File: src/rtl/serial_tx_framer.sv
// Asynchronous serial frame transmitter: start bit, DATA_BITS data bits LSB-first,
// optional even parity (define SERIAL_TX_PARITY_EN), STOP_BITS stop bits, paced by baud_tick.
module serial_tx_framer #(
  parameter int DATA_BITS = 8,
  parameter int STOP_BITS = 1
) (
  input  logic                 clk,
  input  logic                 rst_n,
  input  logic                 baud_tick,
  input  logic [DATA_BITS-1:0] tx_data,
  input  logic                 tx_valid,
  output logic                 tx_ready,
  output logic                 tx_serial,
  output logic                 tx_busy,
  output logic                 tx_done
);

  localparam int IDXW = (DATA_BITS > 1) ? $clog2(DATA_BITS) : 1;
  localparam logic [IDXW-1:0] LAST_IDX = IDXW'(DATA_BITS - 1);
  localparam logic LAST_STOP = (STOP_BITS == 2);

  localparam logic [2:0] IDLE   = 3'd0;
  localparam logic [2:0] ARM    = 3'd1;
  localparam logic [2:0] START  = 3'd2;
  localparam logic [2:0] DATA   = 3'd3;
`ifdef SERIAL_TX_PARITY_EN
  localparam logic [2:0] PARITY = 3'd4;
`endif
  localparam logic [2:0] STOP   = 3'd5;

  logic [2:0]           state, state_n;
  logic [DATA_BITS-1:0] shreg, shreg_n;
  logic [IDXW-1:0]      bit_idx, bit_idx_n;
  logic                 stop_cnt, stop_cnt_n;
  logic                 done_n;
  logic                 serial_n;
`ifdef SERIAL_TX_PARITY_EN
  logic                 par_bit, par_bit_n;
`endif

  always_comb begin
    state_n    = state;
    shreg_n    = shreg;
    bit_idx_n  = bit_idx;
    stop_cnt_n = stop_cnt;
    done_n     = 1'b0;
`ifdef SERIAL_TX_PARITY_EN
    par_bit_n  = par_bit;
`endif
    case (state)
      IDLE: begin
        if (tx_valid && tx_ready) begin
          state_n    = ARM;
          shreg_n    = tx_data;
          bit_idx_n  = '0;
          stop_cnt_n = 1'b0;
`ifdef SERIAL_TX_PARITY_EN
          par_bit_n  = ^tx_data;
`endif
        end
      end
      // ARM is only entered on the accept edge, so a tick seen there always belongs
      // to a later cycle; the start bit therefore spans a full bit period.
      ARM: begin
        if (baud_tick) state_n = START;
      end
      START: begin
        if (baud_tick) begin
          state_n   = DATA;
          bit_idx_n = '0;
        end
      end
      DATA: begin
        if (baud_tick) begin
          shreg_n = shreg >> 1;
          if (bit_idx == LAST_IDX) begin
`ifdef SERIAL_TX_PARITY_EN
            state_n = PARITY;
`else
            state_n = STOP;
`endif
            stop_cnt_n = 1'b0;
          end else begin
            bit_idx_n = bit_idx + IDXW'(1);
          end
        end
      end
`ifdef SERIAL_TX_PARITY_EN
      PARITY: begin
        if (baud_tick) begin
          state_n    = STOP;
          stop_cnt_n = 1'b0;
        end
      end
`endif
      STOP: begin
        if (baud_tick) begin
          if (stop_cnt == LAST_STOP) begin
            state_n = IDLE;
            done_n  = 1'b1;
          end else begin
            stop_cnt_n = stop_cnt + 1'b1;
          end
        end
      end
      default: state_n = IDLE;
    endcase
  end

  // Line level is decoded from the next state so the registered output moves on the
  // same edge as the state, one clk after the tick.
  always_comb begin
    serial_n = 1'b1;
    case (state_n)
      START:   serial_n = 1'b0;
      DATA:    serial_n = shreg_n[0];
`ifdef SERIAL_TX_PARITY_EN
      PARITY:  serial_n = par_bit_n;
`endif
      default: serial_n = 1'b1;
    endcase
  end

  always_ff @(posedge clk or negedge rst_n) begin
    if (!rst_n) begin
      state     <= IDLE;
      shreg     <= '0;
      bit_idx   <= '0;
      stop_cnt  <= 1'b0;
      tx_serial <= 1'b1;
      tx_ready  <= 1'b1;
      tx_busy   <= 1'b0;
      tx_done   <= 1'b0;
    end else begin
      state     <= state_n;
      shreg     <= shreg_n;
      bit_idx   <= bit_idx_n;
      stop_cnt  <= stop_cnt_n;
      tx_serial <= serial_n;
      tx_ready  <= (state_n == IDLE);
      tx_busy   <= (state_n != IDLE);
      tx_done   <= done_n;
    end
  end

`ifdef SERIAL_TX_PARITY_EN
  always_ff @(posedge clk or negedge rst_n) begin
    if (!rst_n) par_bit <= 1'b0;
    else        par_bit <= par_bit_n;
  end
`endif

endmodule
File: config.mk
export PLATFORM = sky130hd
export DESIGN_NAME = serial_tx_framer
export DESIGN_NICKNAME = d
export VERILOG_FILES = /design/src/rtl/serial_tx_framer.sv
export SDC_FILE = /design/constraint.sdc
export NUM_CORES = 1
export LEC_CHECK = 0
export ABC_AREA = 1
export ABC_CLOCK_PERIOD_IN_PS = 1300
export CORE_MARGIN = 5
export CORE_UTILIZATION = 40
export CTS_CLUSTER_DIAMETER = 60
export DETAILED_ROUTE_END_ITERATION = 8
export GPL_TIMING_DRIVEN = 1
export PLACE_DENSITY = 0.77
export SETUP_SLACK_MARGIN = 0.02
export SLEW_MARGIN = 20
export SYNTH_ARGS = -nofsm -noshare
export SYNTH_HDL_FRONTEND = slang
export SYNTH_SLANG_ARGS = --single-unit
File: constraint.sdc
create_clock -name clk -period 1.3 [get_ports clk]
set_clock_uncertainty 0.1 [all_clocks]
set_input_delay 0.26 -clock clk [delete_from_list [all_inputs] [get_ports clk]]
set_output_delay 0.26 -clock clk [all_outputs]
set_load 0.02 [all_outputs]
# After elaboration in Yosys (flattened, before gate mapping)
# Cells that the tools add are included.
# W data, S select, Z words.
[classes] muxes=26 n_reduce_logical=10 n_eq_ne=13 n_addsub=2
[op_table] cell="$mux W3" n=11
[op_table] cell="$mux W8" n=2
[op_table] cell="$pmux W8 S2" n=1
[op_table] cell="$pmux W3 S5" n=1
[op_table] cell="$eq A3 B2 Y1 const B" n=4
[op_table] cell="$ne A2 B2 Y1 const B" n=6
[op_table] cell="$reduce_and A5 Y1" n=2
[op_table] cell="$pmux W3 S3" n=1
[op_table] cell="$reduce_bool A3 Y1" n=3
[op_table] cell="$mux W1" n=8
[op_table] cell="$eq A3 B3 Y1 const B" n=2
[op_table] cell="$logic_not A3 Y1" n=2
[op_table] cell="$add A3 B1 Y3 const B" n=1
[op_table] cell="$eq A3 B1 Y1 const B" n=1
[op_table] cell="$pmux W1 S3" n=1
[op_table] cell="$reduce_and A3 Y1" n=1
[op_table] cell="$pmux W1 S2" n=1
[op_table] cell="$reduce_bool A2 Y1" n=1
[op_table] cell="$add A1 B1 Y1 const B" n=1
[op_table] cell="$logic_and A1 B1 Y1" n=1
[totals] register_bits=19 wordCells=60 inputBits=12

# Logic depth before layout (Yosys ltp)
[logic_depth] depth_word=6 ltp_mapped=8 depth_no_buf=8

# Worst setup path after synthesis
# No wires, ideal clock.
[synth_path] kind="reg-to-reg" from="register bit_idx[0]" to="register bit_idx[0]" slack_ns=-0.117 period_less_slack_ns=1.417 t_arrival_ns=1.196 stages_incl_launch_ff=7 path_cell_list="dfrtp_1 -> ha_1 -> ha_1 -> o21ai_1 -> nand2_4 -> o21ai_1 -> nand2_1"
[synth_via] elab_chain_cells=4 elab_cells_between_ends=7 cone_classes="1 x add/sub; 2 x eq/ne; 3 x mux; 1 x reduce/logical"
[synth_rtl] element="start, declared" line_no="33" source="logic [IDXW-1:0] bit_idx, bit_idx_n;"
[synth_rtl] element="start signal, assigned" line_no="137" source="bit_idx <= bit_idx_n;"
[synth_rtl] element="$add A3 B1 Y3" line_no="84" source="bit_idx_n = bit_idx + IDXW'(1);"
[synth_rtl] element="$mux W3" line_no="76" source="if (bit_idx == LAST_IDX) begin"
[synth_rtl] element="$mux W3" line_no="74" source="if (baud_tick) begin"
[synth_rtl] element="$pmux W3 S3" line_no="50" source="case (state)"
# Several ways; a longest one is shown, not always the timed one. The select of a mux whose other input is x is not followed.
# A chain may end at the register's enable or synchronous reset.

# Worst setup path in the final report
[layout_path] from="register bit_idx[0]" to="register bit_idx[2]"
# Same word-level chain as after synthesis.

==> metrics.cfg <==
[status]
status=complete, but fails checks
violations=setup timing

[route]
drc=0
totalWireLength_mm=2.362
viasPerCell=5.301
wl_per_cell_um=13.42
drtPass1Iterations=4
vias=933
ant_nets=0
drtIter0Drc=13

[timing]
finalHoldViolations=0
finalSetupViolations=13
worst_pin_slew_ns=0.2170
fin_crit_sh=1.072
min_period_ns=1.394
rsz0062_at_grt=yes
timing.hold.ws_ns=0.2064
fin_ws_ns=-0.09410
tns_ns=-0.6167
finalMaxSlewViolations=0
timing.fmax_mhz=717.3
max_slew_margin=0.8548

[floorplan]
boundaryPins=16
initial_core_util=0.4174
die_y_um=58.05
die_area_sq_um=3369
core_region_area_sq_um=2212
rows=17
dieWidth_um=58.05

[critical_path]
r2r_start=bit_idx[0]
crit_type=reg -> reg
reg2reg_depth=6
worstPathMaxFanout=4
cp.required_ns=1.38
path_cells=ha_2 -> ha_4 -> o21ai_4 -> nand2_4 -> o21ai_1 -> nand2_1
critPathBufInv=0
critPathSlowestCell=dfrtp_1
arrival_ns=1.47
worst-path-stages=6
worstSetupStartpointType=flip-flop
critPathMaxStageDelay_ns=0.39
cp-end-kind=flip-flop
crit_family=flip-flops
crit_start=bit_idx[0]

[yosys]
yosysUniqueCellTypes=19
synth-seq-cells=18
seq_area_frac_synth=0.4905
avgSynthCellArea_sq_um=8.711
yosysWarnings=0
syn_nets=120
syn_inst=106
syn_area_sq_um=923.4

[place]
placed_cell_area_sq_um=1247
io_buffers=15
gp_congestion=0.8408
dp_hpwl_mm=1.509

[clock_network]
clkTransAtPathRegs_ns=0.10
clock-sinks=18
insertion_delay_ns=0.29
root_buffer=clkbuf_4
clock_path_buffers=2
cts-htree-levels=1
cts_tree=done
cts_buffers=3

[pwr]
cellLeakagePower_uw=0.0007186
vdd_drop_max_uv=1077
powerDensity_nw_per_um2=1548
p_total_uw=2227

[finish]
final_layout_size_suffix_gt1_frac=0.4189
antennaDiodeCount=0
final_util=0.6505
stdcell_area_sq_um=1439
synthToLayoutAreaGrowth_pct=55.83
final_common_cell=nand2_1
nNetsFinal=163
most-common-layout-cells=35 x nand2_1, 20 x buf_4, 14 x dfrtp_1

[grt]
track_usage=0.1464
grt_start_max_net_pins=11
first_global_vias=904
grt_pass1_wl_mm=3.808
antenna_found_initial=0
overflow=0

[min_path]
hp-class=in -> async

[flow_run]
cap_violations=0

-- report_power, final --
group          internal (uW)  switching, uW
logic                    526            632
clock network            170            166
registers                653           79.2
total                   1350            877
-- logic make-up after synthesis --
kind of cell / synth area share
buffers and inverters: 0.04201
AND/OR/NAND/NOR: 0.3401
flip-flops: 0.4905
adder cells (fa/ha/maj): 0.02710
AO/OA/AOI/OAI: 0.1003
-- per-layer routing --
metal	global-route usage	share of wire	wire (um)
met1	0.1614	0.37	882
met2	0.2726	0.57	1337
met3	0.02895	0.039	92
met4	0.05629	0.021	49
met5	0	0	0
-- per-stage QoR --
stage / setup slack (ns) / cells
finish: -0.09410 / 176
global route: -0.1724 / 176
CTS: -0.07088 / 172
detailed placement: -0.2994 / 161
global placement: -0.2656 / 161
floorplan: -0.007687 / 106
-- synthesized netlist by cell type --
master | number | share of area
nor2_1 | 5 | 0.020
nand2_1 | 38 | 0.15
nand3_2 | 2 | 0.022
o21ai_1 | 5 | 0.027
o22ai_1 | 1 | 0.0068
nand2_4 | 2 | 0.024
a22oi_1 | 6 | 0.049
nor2_4 | 3 | 0.037
dfstp_2 | 2 | 0.057
nand2_2 | 1 | 0.0068
nand4_1 | 1 | 0.0068
ha_1 | 2 | 0.027
clkinv_4 | 1 | 0.0095
nand3_1 | 9 | 0.049
inv_1 | 6 | 0.024
nor2_2 | 3 | 0.020
o21ai_4 | 1 | 0.018
inv_2 | 2 | 0.0081
dfrtp_1 | 16 | 0.43
-- sequential cells by signal (all words and copies together), names as in the netlist --
signal	flops
tx_done	1
tx_ready	1
tx_serial	1
shreg	8
state	3
tx_busy	1
bit_idx	3
-- layout make-up --
type,instances,area [sq um]
Fill cell,174,773.2
Sequential cell,18,455.4
Clock buffer,4,36.28
Multi-Input combinational cell,79,518.0
Tap cell,28,35.03
Timing Repair Buffer,38,346.6
Inverter,9,47.55
-- worst paths after layout --
| check | slack, ns | endpoint |
|---|---|---|
| setup / recovery | -0.09 | bit_idx[2] |
| hold / removal | 0.21 | shreg[0] |
| setup reg to reg | -0.09 | bit_idx[2] |
| hold reg to reg | 0.39 | shreg[5] |
| max in group asynchronous | 0.68 | tx_ready |
| min in group clk | 0.27 | tx_done |
-- timing repair --
action | in CTS | in global routing
setup endpoints to repair | 18 | 20
pin swaps | 13 | 10
hold buffers | 0 | 0
resized for setup | 26 | 11
setup buffers | 7 | 4
No activity file was read; power rests on OpenSTA's default activity.
==> RTL edit, RTL diff (config.mk and constraints unchanged) <==
The parameter `DATA_BITS` goes from 8 to 16.
--- a/src/rtl/serial_tx_framer.sv
+++ b/src/rtl/serial_tx_framer.sv
@@ -3,3 +3,3 @@
 module serial_tx_framer #(
-  parameter int DATA_BITS = 8,
+  parameter int DATA_BITS = 16,
   parameter int STOP_BITS = 1
Interface: changed (resized tx_data); port bits go from 16 to 24. The function was not compared with the original's and may differ.
==> RTL edit against the unedited design <==
First-iteration DRC count grew to 6.2 times the old value; total power rose by 44%; die area grew 33%; routed wire length up 41%; the flow still finishes with violations (negative setup slack); critical endpoint is now shreg[11]$_DFFE_PN0P_; sequential cell count up 9; highest routed layer unchanged; final area grew 33%; area after synthesis grew 40%; setup slack got worse by 12 ps.
==> RTL edit: results (changes against the unedited design) <==
metric,value,unit,change
pwr-share-clk,12.1,%,-3.0 points
clk_pin_slew,160,ps,+60 ps
routedWlPerCell,13.3,um,-1.2%
synth_compound_area_share,2.71,%,-7.3 points
status,"complete, but fails checks",,
tightest_slew,181,ps,-36.0 ps
startpoint,tx_ready$_DFF_PN1_,,
clk_latency,340,ps,+50 ps
violations,negative setup slack,,
fin_nets,230,,+41%
grtUsageTotal,15.9,%,+1.2 points
routed_via_density,5.01,,-5.5%
cts_setup_buffers,3,,-4
syn_nets,184,,+53%
ys_seq_area_share,52.4,%,+3.4 points
cts_buffers,3,,unchanged
synth_common_cells,"58 x nand2_1, 40 x nand3_1, 25 x dfrtp_1",,
drive_above_1_share,32.2,%,-9.7 points
post_cts_resize_count,42,,+62%
p_leak,0.930,nW,+29%
fill_cells,269,,+55%
pre_cts_ws,-270,ps,+29.7 ps
cp.arrival,1600,ps,+130 ps
grt_pass1_wl,5420,um,+42%
reg.largest.list,"shreg: 16 flops, bit_idx: 4 flops, state: 3 flops",,
crit_fanout,5,,+1
drt_iter0_markers,80,,+67
final.setup.worst_slack,-106,ps,-12.0 ps
p_int,1.92,mW,+42%
routabilityCongestion,0.885,,+5.3%
setup_viol,25,,+12
whs,145,ps,-61.6 ps
r2r-end,shreg[11]$_DFFE_PN0P_,,
dpl.hpwl,2120,um,+41%
rr_worst_depth,8,,+2
synth_area_leaders,"dfrtp_1 48%, nand2_1 17%, nand3_1 15%",,
synth-adder-area-share,0.967,%,-1.7 points
p_comb_share,47.6,%,-4.4 points
placed_cell_area,1720,um^2,+38%
RTL edit: area by class of cell:
class                      count  share of cell area [%]
clock inverter                 1                   0.391
clock buffer                   3                    1.17
sequential                    27                    35.6
inverter                      12                    3.13
timing repair buffer          46                    23.2
tap                           44                    2.87
multi-input combinational    119                    33.7
RTL edit: per-layer routing:
metal  up-vias  GRT usage, %  wire, um  part of all wire (%)
li1        621             -         -                     -
met1       610          19.5      1400                    42
met2        28          28.6      1750                    52
met3         4          1.18       141                   4.2
met4         0          6.08        51                   1.5
met5         -             0         0                     0
RTL edit: metrics by stage:
step           setup TNS (ps)  total power [mW]  cells
3_3_place_gp            -5480              2.49    243
2_1_floorplan            -684              2.02    163
6_report                -1800              3.21    252
5_1_grt                 -3380              3.43    252
4_1_cts                 -1150              3.08    250
3_5_place_dp            -6100              2.52    243
RTL edit: critical path, cell delays in order (launching register included):
cell and delay (ps):
dfstp_2 570, buf_6 100, nand2_4 60, inv_4 60, nand3_4 100, inv_6 110, clkbuf_16 140, nand2_1 60
nand3_2 70
